File: config.mk
export PLATFORM = sky130hd
export DESIGN_NAME = sdram_arbiter
export DESIGN_NICKNAME = d
export VERILOG_FILES = /design/src/rtl/sdram_arbiter.sv
export SDC_FILE = /design/constraint.sdc
export NUM_CORES = 1
export LEC_CHECK = 0
export CAP_MARGIN = 25
export CORE_AREA = 2 2 86 88
export CTS_BUF_LIST = sky130_fd_sc_hd__clkbuf_16
export DETAILED_ROUTE_END_ITERATION = 6
export DIE_AREA = 0 0 88 90
export DONT_BUFFER_PORTS = 1
export MAX_ROUTING_LAYER = met4
export PLACE_DENSITY_LB_ADDON = 0.08
export SYNTH_ARGS = -nofsm -noshare
export SYNTH_HDL_FRONTEND = slang
export SYNTH_HIERARCHICAL = 1
export SYNTH_SLANG_ARGS = --single-unit
File: constraint.sdc
create_clock -name clock -period 1.8 [get_ports clock]
set_input_delay 0.45 -clock clock [delete_from_list [all_inputs] [get_ports clock]]
set_output_delay 0.45 -clock clock [all_outputs]
set_load 0.02 [all_outputs]
File: src/rtl/sdram_arbiter.sv
// sdram_arbiter: shares one SDRAM controller port between refresh, the
// Spectrum core (port 0) and a loader/DMA requester (port 1). One access per
// fixed-length slot; refresh has priority, the two ports alternate
// round-robin when both wait. Read data is returned to the requesting port.
module sdram_arbiter #(
  parameter int ACCESS_CYC = 8,   // clocks from one issue to the next possible issue
  parameter int RD_LAT     = 6,   // clocks from read strobe to valid sdrQ
  parameter int AW         = 24   // address width
) (
  input  logic          clock,
  input  logic          reset,
  input  logic          rfsh,
  input  logic          p0Req,
  input  logic          p0We,
  input  logic [AW-1:0] p0A,
  input  logic [15:0]   p0D,
  output logic          p0Ack,
  output logic          p0Rdy,
  output logic [15:0]   p0Q,
  input  logic          p1Req,
  input  logic          p1We,
  input  logic [AW-1:0] p1A,
  input  logic [15:0]   p1D,
  output logic          p1Ack,
  output logic          p1Rdy,
  output logic [15:0]   p1Q,
  output logic          sdrRf,
  output logic          sdrRd,
  output logic          sdrWr,
  output logic [AW-1:0] sdrA,
  output logic [15:0]   sdrD,
  input  logic [15:0]   sdrQ
);

  // Slot phase counter only has to reach ACCESS_CYC-2 (last busy clock).
  localparam int PH_W = (ACCESS_CYC > 2) ? $clog2(ACCESS_CYC) : 1;

  typedef enum logic [1:0] {
    ST_IDLE  = 2'd0,
    ST_ISSUE = 2'd1,
    ST_BUSY  = 2'd2
  } state_t;

  typedef enum logic [1:0] {
    GR_NONE = 2'd0,
    GR_RF   = 2'd1,
    GR_P0   = 2'd2,
    GR_P1   = 2'd3
  } grant_t;

  state_t            state_r;
  state_t            state_s;
  logic [PH_W-1:0]   ph_r;
  logic [PH_W-1:0]   ph_s;
  grant_t            grant_s;
  logic              rf_want_s;
  logic              rf_pend_r;
  logic              rr_r;        // 0: port 0 preferred, 1: port 1 preferred
  logic              issue_rd_s;
  logic              issue_wr_s;
  logic              slot_rd_r;   // current slot is a read
  logic              slot_p1_r;   // current slot belongs to port 1
  logic              cap_s;

  // Arbitration: a refresh pulse arriving in the idle clock is honoured at once,
  // otherwise the round-robin pointer breaks ties between the two ports.
  always_comb begin
    grant_s   = GR_NONE;
    rf_want_s = rf_pend_r | rfsh;
    if (state_r == ST_IDLE) begin
      if (rf_want_s) begin
        grant_s = GR_RF;
      end else if (p0Req && p1Req) begin
        grant_s = rr_r ? GR_P1 : GR_P0;
      end else if (p0Req) begin
        grant_s = GR_P0;
      end else if (p1Req) begin
        grant_s = GR_P1;
      end else begin
        grant_s = GR_NONE;
      end
    end else begin
      grant_s = GR_NONE;
    end
  end

  // Command type of the access being granted this clock.
  always_comb begin
    issue_rd_s = 1'b0;
    issue_wr_s = 1'b0;
    case (grant_s)
      GR_P0: begin
        issue_rd_s = ~p0We;
        issue_wr_s = p0We;
      end
      GR_P1: begin
        issue_rd_s = ~p1We;
        issue_wr_s = p1We;
      end
      default: begin
        issue_rd_s = 1'b0;
        issue_wr_s = 1'b0;
      end
    endcase
  end

  // Next-state logic. ISSUE plus ACCESS_CYC-2 busy clocks plus the idle
  // arbitration clock make issue-to-issue spacing exactly ACCESS_CYC.
  always_comb begin
    state_s = state_r;
    ph_s    = ph_r;
    case (state_r)
      ST_IDLE: begin
        ph_s = {PH_W{1'b0}};
        if (grant_s != GR_NONE) begin
          state_s = ST_ISSUE;
        end else begin
          state_s = ST_IDLE;
        end
      end
      ST_ISSUE: begin
        state_s = ST_BUSY;
        ph_s    = ph_r + {{(PH_W-1){1'b0}}, 1'b1};
      end
      ST_BUSY: begin
        if (ph_r == PH_W'(ACCESS_CYC - 2)) begin
          state_s = ST_IDLE;
          ph_s    = {PH_W{1'b0}};
        end else begin
          state_s = ST_BUSY;
          ph_s    = ph_r + {{(PH_W-1){1'b0}}, 1'b1};
        end
      end
      default: begin
        state_s = ST_IDLE;
        ph_s    = {PH_W{1'b0}};
      end
    endcase
  end

  // Read data is valid RD_LAT clocks after the strobe: sample it on that edge.
  always_comb begin
    cap_s = (state_r != ST_IDLE) && (ph_r == PH_W'(RD_LAT - 1)) && slot_rd_r;
  end

  // State and slot phase registers; reset aborts any slot in progress.
  always_ff @(posedge clock or negedge reset) begin
    if (!reset) begin
      state_r <= ST_IDLE;
      ph_r    <= {PH_W{1'b0}};
    end else begin
      state_r <= state_s;
      ph_r    <= ph_s;
    end
  end

  // Refresh pending flag (merges repeated pulses) and round-robin pointer.
  always_ff @(posedge clock or negedge reset) begin
    if (!reset) begin
      rf_pend_r <= 1'b0;
      rr_r      <= 1'b0;
    end else begin
      if (grant_s == GR_RF) begin
        rf_pend_r <= 1'b0;
      end else begin
        rf_pend_r <= rf_pend_r | rfsh;
      end
      if (grant_s == GR_P0) begin
        rr_r <= 1'b1;
      end else if (grant_s == GR_P1) begin
        rr_r <= 1'b0;
      end else begin
        rr_r <= rr_r;
      end
    end
  end

  // Command strobes and acknowledges, high for the single ISSUE clock.
  always_ff @(posedge clock or negedge reset) begin
    if (!reset) begin
      sdrRf <= 1'b0;
      sdrRd <= 1'b0;
      sdrWr <= 1'b0;
      p0Ack <= 1'b0;
      p1Ack <= 1'b0;
    end else begin
      sdrRf <= (grant_s == GR_RF);
      sdrRd <= issue_rd_s;
      sdrWr <= issue_wr_s;
      p0Ack <= (grant_s == GR_P0);
      p1Ack <= (grant_s == GR_P1);
    end
  end

  // Address/data latched from the granted port and held for the whole slot;
  // refresh slots leave the previous values in place.
  always_ff @(posedge clock or negedge reset) begin
    if (!reset) begin
      sdrA      <= {AW{1'b0}};
      sdrD      <= 16'h0000;
      slot_rd_r <= 1'b0;
      slot_p1_r <= 1'b0;
    end else begin
      case (grant_s)
        GR_P0: begin
          sdrA      <= p0A;
          sdrD      <= p0D;
          slot_rd_r <= ~p0We;
          slot_p1_r <= 1'b0;
        end
        GR_P1: begin
          sdrA      <= p1A;
          sdrD      <= p1D;
          slot_rd_r <= ~p1We;
          slot_p1_r <= 1'b1;
        end
        GR_RF: begin
          slot_rd_r <= 1'b0;
          slot_p1_r <= 1'b0;
        end
        default: begin
          slot_rd_r <= slot_rd_r;
          slot_p1_r <= slot_p1_r;
        end
      endcase
    end
  end

  // Read return: capture sdrQ into the owning port and pulse its Rdy.
  always_ff @(posedge clock or negedge reset) begin
    if (!reset) begin
      p0Rdy <= 1'b0;
      p1Rdy <= 1'b0;
      p0Q   <= 16'h0000;
      p1Q   <= 16'h0000;
    end else begin
      p0Rdy <= cap_s & ~slot_p1_r;
      p1Rdy <= cap_s & slot_p1_r;
      if (cap_s && !slot_p1_r) begin
        p0Q <= sdrQ;
      end
      if (cap_s && slot_p1_r) begin
        p1Q <= sdrQ;
      end
    end
  end

  sdram_arbiter_chk u_chk (
    .clock (clock),
    .reset (reset),
    .sdrRf (sdrRf),
    .sdrRd (sdrRd),
    .sdrWr (sdrWr),
    .p0Ack (p0Ack),
    .p1Ack (p1Ack),
    .p0Rdy (p0Rdy),
    .p1Rdy (p1Rdy)
  );

endmodule

// Protocol invariants of the arbiter outputs.
module sdram_arbiter_chk (
  input logic clock,
  input logic reset,
  input logic sdrRf,
  input logic sdrRd,
  input logic sdrWr,
  input logic p0Ack,
  input logic p1Ack,
  input logic p0Rdy,
  input logic p1Rdy
);

  a_one_cmd: assert property (@(posedge clock) disable iff (!reset)
    $onehot0({sdrRf, sdrRd, sdrWr}));

  a_one_ack: assert property (@(posedge clock) disable iff (!reset)
    $onehot0({p0Ack, p1Ack}));

  a_one_rdy: assert property (@(posedge clock) disable iff (!reset)
    $onehot0({p0Rdy, p1Rdy}));

  a_ack_has_cmd: assert property (@(posedge clock) disable iff (!reset)
    (p0Ack || p1Ack) |-> (sdrRd || sdrWr));

  a_rf_no_ack: assert property (@(posedge clock) disable iff (!reset)
    sdrRf |-> !(p0Ack || p1Ack));

endmodule
## Word level (Yosys, flattened, before mapping)

Cells that the tools add are included.

| operators by class | value |
|---|---|
| $add $sub $neg | 1 |
| eq/ne operators | 7 |
| mux-type cells | 20 |
| bitwise logic cells | 6 |
| reductions and logical operators | 13 |

Operators with widths:

| kind | number |
|---|---|
| 24-bit case mux with 2 select lines | 1 |
| 16-bit case mux with 2 select lines | 1 |
| 2-bit 2-to-1 mux | 6 |
| 2-bit nonzero test | 4 |
| 2-bit == test, second input constant | 3 |
| 3-bit == test, second input constant | 2 |
| 1-bit case mux with 2 select lines | 3 |
| 2-bit case mux with 3 select lines | 1 |
| 3-bit case mux with 2 select lines | 1 |
| 1-bit logical AND | 5 |
| 1-bit 2-to-1 mux | 5 |
| 2-bit by 1-bit == test with 1-bit output, second input constant | 2 |
| 3-bit by 1-bit adder with 3-bit output, second input constant | 1 |
| 3-bit 2-to-1 mux | 1 |
| 1-bit NOT | 3 |
| 1-bit case mux with 3 select lines | 1 |
| 3-bit nonzero test | 1 |
| 1-bit AND | 2 |
| 2-bit logical NOT | 1 |
| 2-bit OR reduction | 1 |
| 1-bit logical NOT | 1 |
| 1-bit OR | 1 |

| word-level totals | value |
|---|---|
| register bits after elaboration | 88 |
| input port bits | 103 |
| output and inout bits | 79 |
| logic and storage cells | 64 |

## Depth between registers and ports, before layout

| depth | value |
|---|---|
| word-level depth | 8 |
| gate-level depth with buffers | 7 |
| gate-level depth less buffers | 6 |

## Least setup slack after synthesis

No wires, ideal clock.

| timing path | value |
|---|---|
| path kind | register to register |
| start point | register state_r[0] |
| end point | register p0Q[0] |
| setup time | 125 ps |
| data arrival time | 1677 ps |
| required time | 1675 ps |
| slack | -2 ps |
| stages on the path, launching flop included | 8 |
| path buffers | 2 |
| clock period less this slack | 1802 ps |
| path through | dfrtp_1 inv_1 ha_1 and4b_1 nor2b_1 buf_6 buf_6 mux2_2 |

| on the way | value |
|---|---|
| cells in the longest elaborated chain, start to end | 4 |

Ends and longest elaborated chain:

| what | line | source |
|---|---|---|
| from (decl) | 51 | `state_t state_r;` |
| from (signal assigned) | 152 | `state_r <= state_s;` |
| 2-bit nonzero test | 143 | `cap_s = (state_r != ST_IDLE) && (ph_r == PH_W'(RD_LAT - 1)) && slot_rd_r;` |
| 1-bit logical AND (2 in a row) | 143 |  |
| 1-bit logical AND | 239 | `if (cap_s && !slot_p1_r) begin` |
| to (signal assigned) | 240 | `p0Q <= sdrQ;` |
| to (decl) | 19 | `output logic [15:0] p0Q,` |

Every way passes these cells.
A chain may end at the register's enable or synchronous reset.

## Final worst setup path

| timing path | value |
|---|---|
| start point | register state_r[0] |
| end point | register sdrD[13] |

| on the way | value |
|---|---|
| cells in the longest elaborated chain, start to end | 4 |
| elaborated cells between the ends (all ways) | 6 |
| those cells by class | eq/ne (2); mux (2); reduce/logical (2) |

Ends and longest elaborated chain:

| what | line | source |
|---|---|---|
| 2-bit logical NOT * | 70 | `if (state_r == ST_IDLE) begin` |
| 2-bit 2-to-1 mux * | 70 |  |
| 2-bit == test | 204 | `case (grant_s)` |
| 16-bit case mux with 2 select lines or 2-bit nonzero test (tied branches) | - |  |
| to (signal assigned) | 207 | `sdrD <= p0D;` |
| to (signal assigned) | 213 | `sdrD <= p1D;` |
| to (decl) | 31 | `output logic [15:0] sdrD,` |

Mark *: on every way between the ends. The rest lies on a longest branch, timed or not.

==> summary.md <==
| Metric | Value |
|---|---|
| Max capacitance violation total | `0` |
| Synth Instances | `270` |
| Core Util, Final | `60.5%` |
| ANT nets after route | `0` |
| Setup ws final | `0.0621 ns` |
| Final period utilization | `96.6%` |
| H-tree depth | `3` |
| Wire per inst | `20.8 um` |
| # fillers | `548` |
| First DRT Iteration DRCs | `138` |
| Post-Route WL | `7.96 mm` |
| FP Rows | `31` |
| Number of buffers created by CTS | `9` |
| Via density | `6.05` |
| Initial antenna violation count | `0` |
| Post-synthesis sequential area ratio | `59.3%` |
| N_diodes | `0` |
| Drt first pass iters | `4` |
| Area of the die | `7920 um2` |
| Via count | `2312` |
| Clock Latency Late Sink | `0.33 ns` |
| Share of layout cells above drive strength 1 | `22.6%` |
| Worst Setup End Kind | `register` |
| GRT Residual Overflow | `0` |
| Area grow syn2layout | `14.4%` |
| Most frequent CP cell | `buf_12` |
| Post-DP HPWL | `5.46 mm` |
| Worst Skew | `0.00437 ns` |
| Final GP Congestion | `0.782` |
| Syn nets | `380` |
| I/O Buffers | `0` |
| Worst hold-check path type | `input pin to asynchronous set/reset pin` |
| Sink Count | `88` |
| Total Power | `6.72 mW` |
| # setup viols final | `0` |
| Worst hold slack | `-0.188 ns` |
| CP peak stage delay | `0.35 ns` |
| Chip Width | `88 um` |
| Total track usage | `21.0%` |
| Leakage | `1.95 nW` |
| Cells after DPL | `363` |
| FF+latch area | `2200 um2` |
| First-pass GRT wire length | `12.4 mm` |
| Vias in the first global route | `2324` |
| Slew headroom | `58.9%` |
| Max Root-Sink Buffers | `2` |
| Crit-path slowest cell | `a221o_1` |
| Design Area, Final | `4250 um2` |
| Die Y | `90 um` |
| Nets@finish | `388` |
| Final min period | `1.74 ns` |
| Crit path launch type | `register` |
| Crit path cell chain | `inv_1 -> ha_2 -> nor3b_4 -> buf_12 -> nand3b_1 -> inv_2 -> buf_12 -> a221o_1` |
| Fmax | `575 MHz` |
| CP required | `2.01 ns` |
| Critical path class | `register to register` |
| Netlist Area Pre-Place | `3710 um2` |
| Synth cell types | `29` |
| Root buf cell | `clkbuf_16` |
| Critical path peak fanout | `25` |
| Failing checks | `hold timing` |
| Post-Place Worst Slack | `0.00388 ns` |
| Non-Filler Instances | `382` |
| Status | `finished, violations left` |
| Reg clk slew, reported paths | `0.06 ns` |
| CTS tree | `yes` |
| Slew @ Worst Pin | `0.608 ns` |
| # DRC | `0` |
| Pwr dens | `1580 nW/um2` |
| Yosys warning total | `6` |
| Mapped Avg Cell Area | `13.7 um2` |
| I/O pin total | `182` |
| Yosys reg bits | `88` |
| Fin. max-slew vios | `0` |
| Hold Fails Final Rpt | `88` |
| Multi-input gate area | `1380 um2` |
| CP Data Arrival Time | `1.94 ns` |
| Core footprint | `7020 um2` |
| VDD IR max | `0.804 mV` |
| Placed cell areas | `3890 um2` |
| Pin count of the biggest net entering global routing | `89` |
| Initial core utilization | `52.9%` |
stage by stage:
stage               hold WS [ns]  setup TNS (ns)
floorplan                  0.154               0
global placement           0.156               0
detailed placement         0.156               0
CTS                       -0.199               0
global route              -0.205         -0.0600
finish                    -0.188               0
cell usage in the layout, fill, tap and decap left out, types with 2 or more instances in the layout:
cell	netlist	final
clkinvlp_4	0	2
inv_2	2	2
clkbuf_16	0	9
a21oi_1	3	3
ha_1	7	6
dfrtp_1	88	88
nand2_1	6	6
mux2_1	6	6
mux2_2	26	26
a221o_1	40	40
buf_8	0	2
nor2b_1	3	2
nand3b_1	2	2
inv_1	7	7
o21ai_0	3	3
nor2_1	4	4
buf_4	4	7
o221ai_1	2	2
buf_12	0	6
a21boi_0	42	42
state kept, by name (all words and copies together) (netlist names), 2 cells and up:
register	flops
state_r	2
sdrD	16
p0Q	16
ph_r	3
p1Q	16
sdrA	24
cells in the mapped netlist:
cell / n / share of area [%]
nand2_1: 6 / 0.61
nor3b_4: 1 / 0.51
nand3_1: 1 / 0.13
a21boi_0: 42 / 8.5
nand2b_1: 1 / 0.17
a221o_1: 40 / 11
and4b_1: 1 / 0.27
o221ai_1: 2 / 0.47
o21ai_0: 3 / 0.40
o41ai_1: 1 / 0.24
or2_1: 1 / 0.17
buf_2: 6 / 0.81
nor2_1: 4 / 0.40
o211a_1: 1 / 0.27
a21oi_1: 3 / 0.40
buf_6: 2 / 0.61
dfrtp_1: 88 / 59
buf_4: 4 / 0.81
mux2_1: 6 / 1.8
nand3b_1: 2 / 0.40
ha_1: 7 / 2.4
mux2_2: 26 / 7.9
clkbuf_1: 7 / 0.71
nor2b_1: 3 / 0.51
inv_2: 2 / 0.20
nand2_2: 1 / 0.17
o22ai_1: 1 / 0.17
a21o_1: 1 / 0.20
inv_1: 7 / 0.71
report_power, final:
part / leakage (nW) / switching (mW) / internal (mW) / total (mW)
clock: 0.139 / 0.735 / 1.07 / 1.81
combinational: 0.691 / 0.620 / 0.833 / 1.45
sequential: 1.12 / 0.947 / 2.51 / 3.45
total: 1.95 / 2.30 / 4.41 / 6.72
layout make-up:
cell class | count | area share (%)
repair buffers | 16 | 5.04
multi-input cells | 154 | 32.4
inverters | 9 | 0.795
clock buffers | 9 | 5.30
well taps | 99 | 2.92
clock inverters | 7 | 1.68
flip-flops and latches | 88 | 51.8
what timing repair did:
item                                    in CTS  in global routing
setup buffers                                0                  2
gates resized for setup                      0                  9
hold endpoints to repair                    88                 88
endpoints found under the setup margin       0                 56
worst paths after layout:
check	endpoint	depth (start not counted)	slack, ns	from
worst min-delay path	p1Q[0]$_DFFE_PN0P_	0	-0.19	reset
worst max register to register	sdrD[13]$_DFFE_PN0P_	8	0.06	state_r[0]$_DFF_PN0_
min in group clock	sdrRd$_DFF_PN0_	1	0.23	p0We
worst min register to register	ph_r[2]$_DFF_PN0_	1	0.48	ph_r[2]$_DFF_PN0_
worst max-delay path	sdrD[13]$_DFFE_PN0P_	8	0.06	state_r[0]$_DFF_PN0_
max in group asynchronous	sdrA[16]$_DFFE_PN0P_	0	1.88	reset
metal layers:
layer / global-route usage [%] / up-vias / share of wire [%]
met3: 5.88 / 8 / 9.1
li1: - / 1037 / -
met1: 26.9 / 1138 / 40
met2: 31.4 / 129 / 49
met4: 8.46 / 0 / 1.5
met5: - / - / 0
worst max-delay path, delay by kind of cell (launching register included):
family          cells  cell delay, ns
compound gates      1            0.35
fa+ha+maj           1            0.20
buf+inv             4            0.43
flops               1            0.34
simple gates        2            0.28
kinds of logic (layout without fill, tap and decap cells):
group                      Yosys count  after routing  synth area share [%]
adders and majority gates            7              7                  2.36
DFF                                 88             88                  59.3
buffers and inverters               28             41                  3.84
muxes                               32             32                  9.71
AOI/OAI and AO/OA                   94             94                  21.4
and+or+nand+nor                     21             21                  3.34
Note: power is estimated with default switching activity, not from simulation.
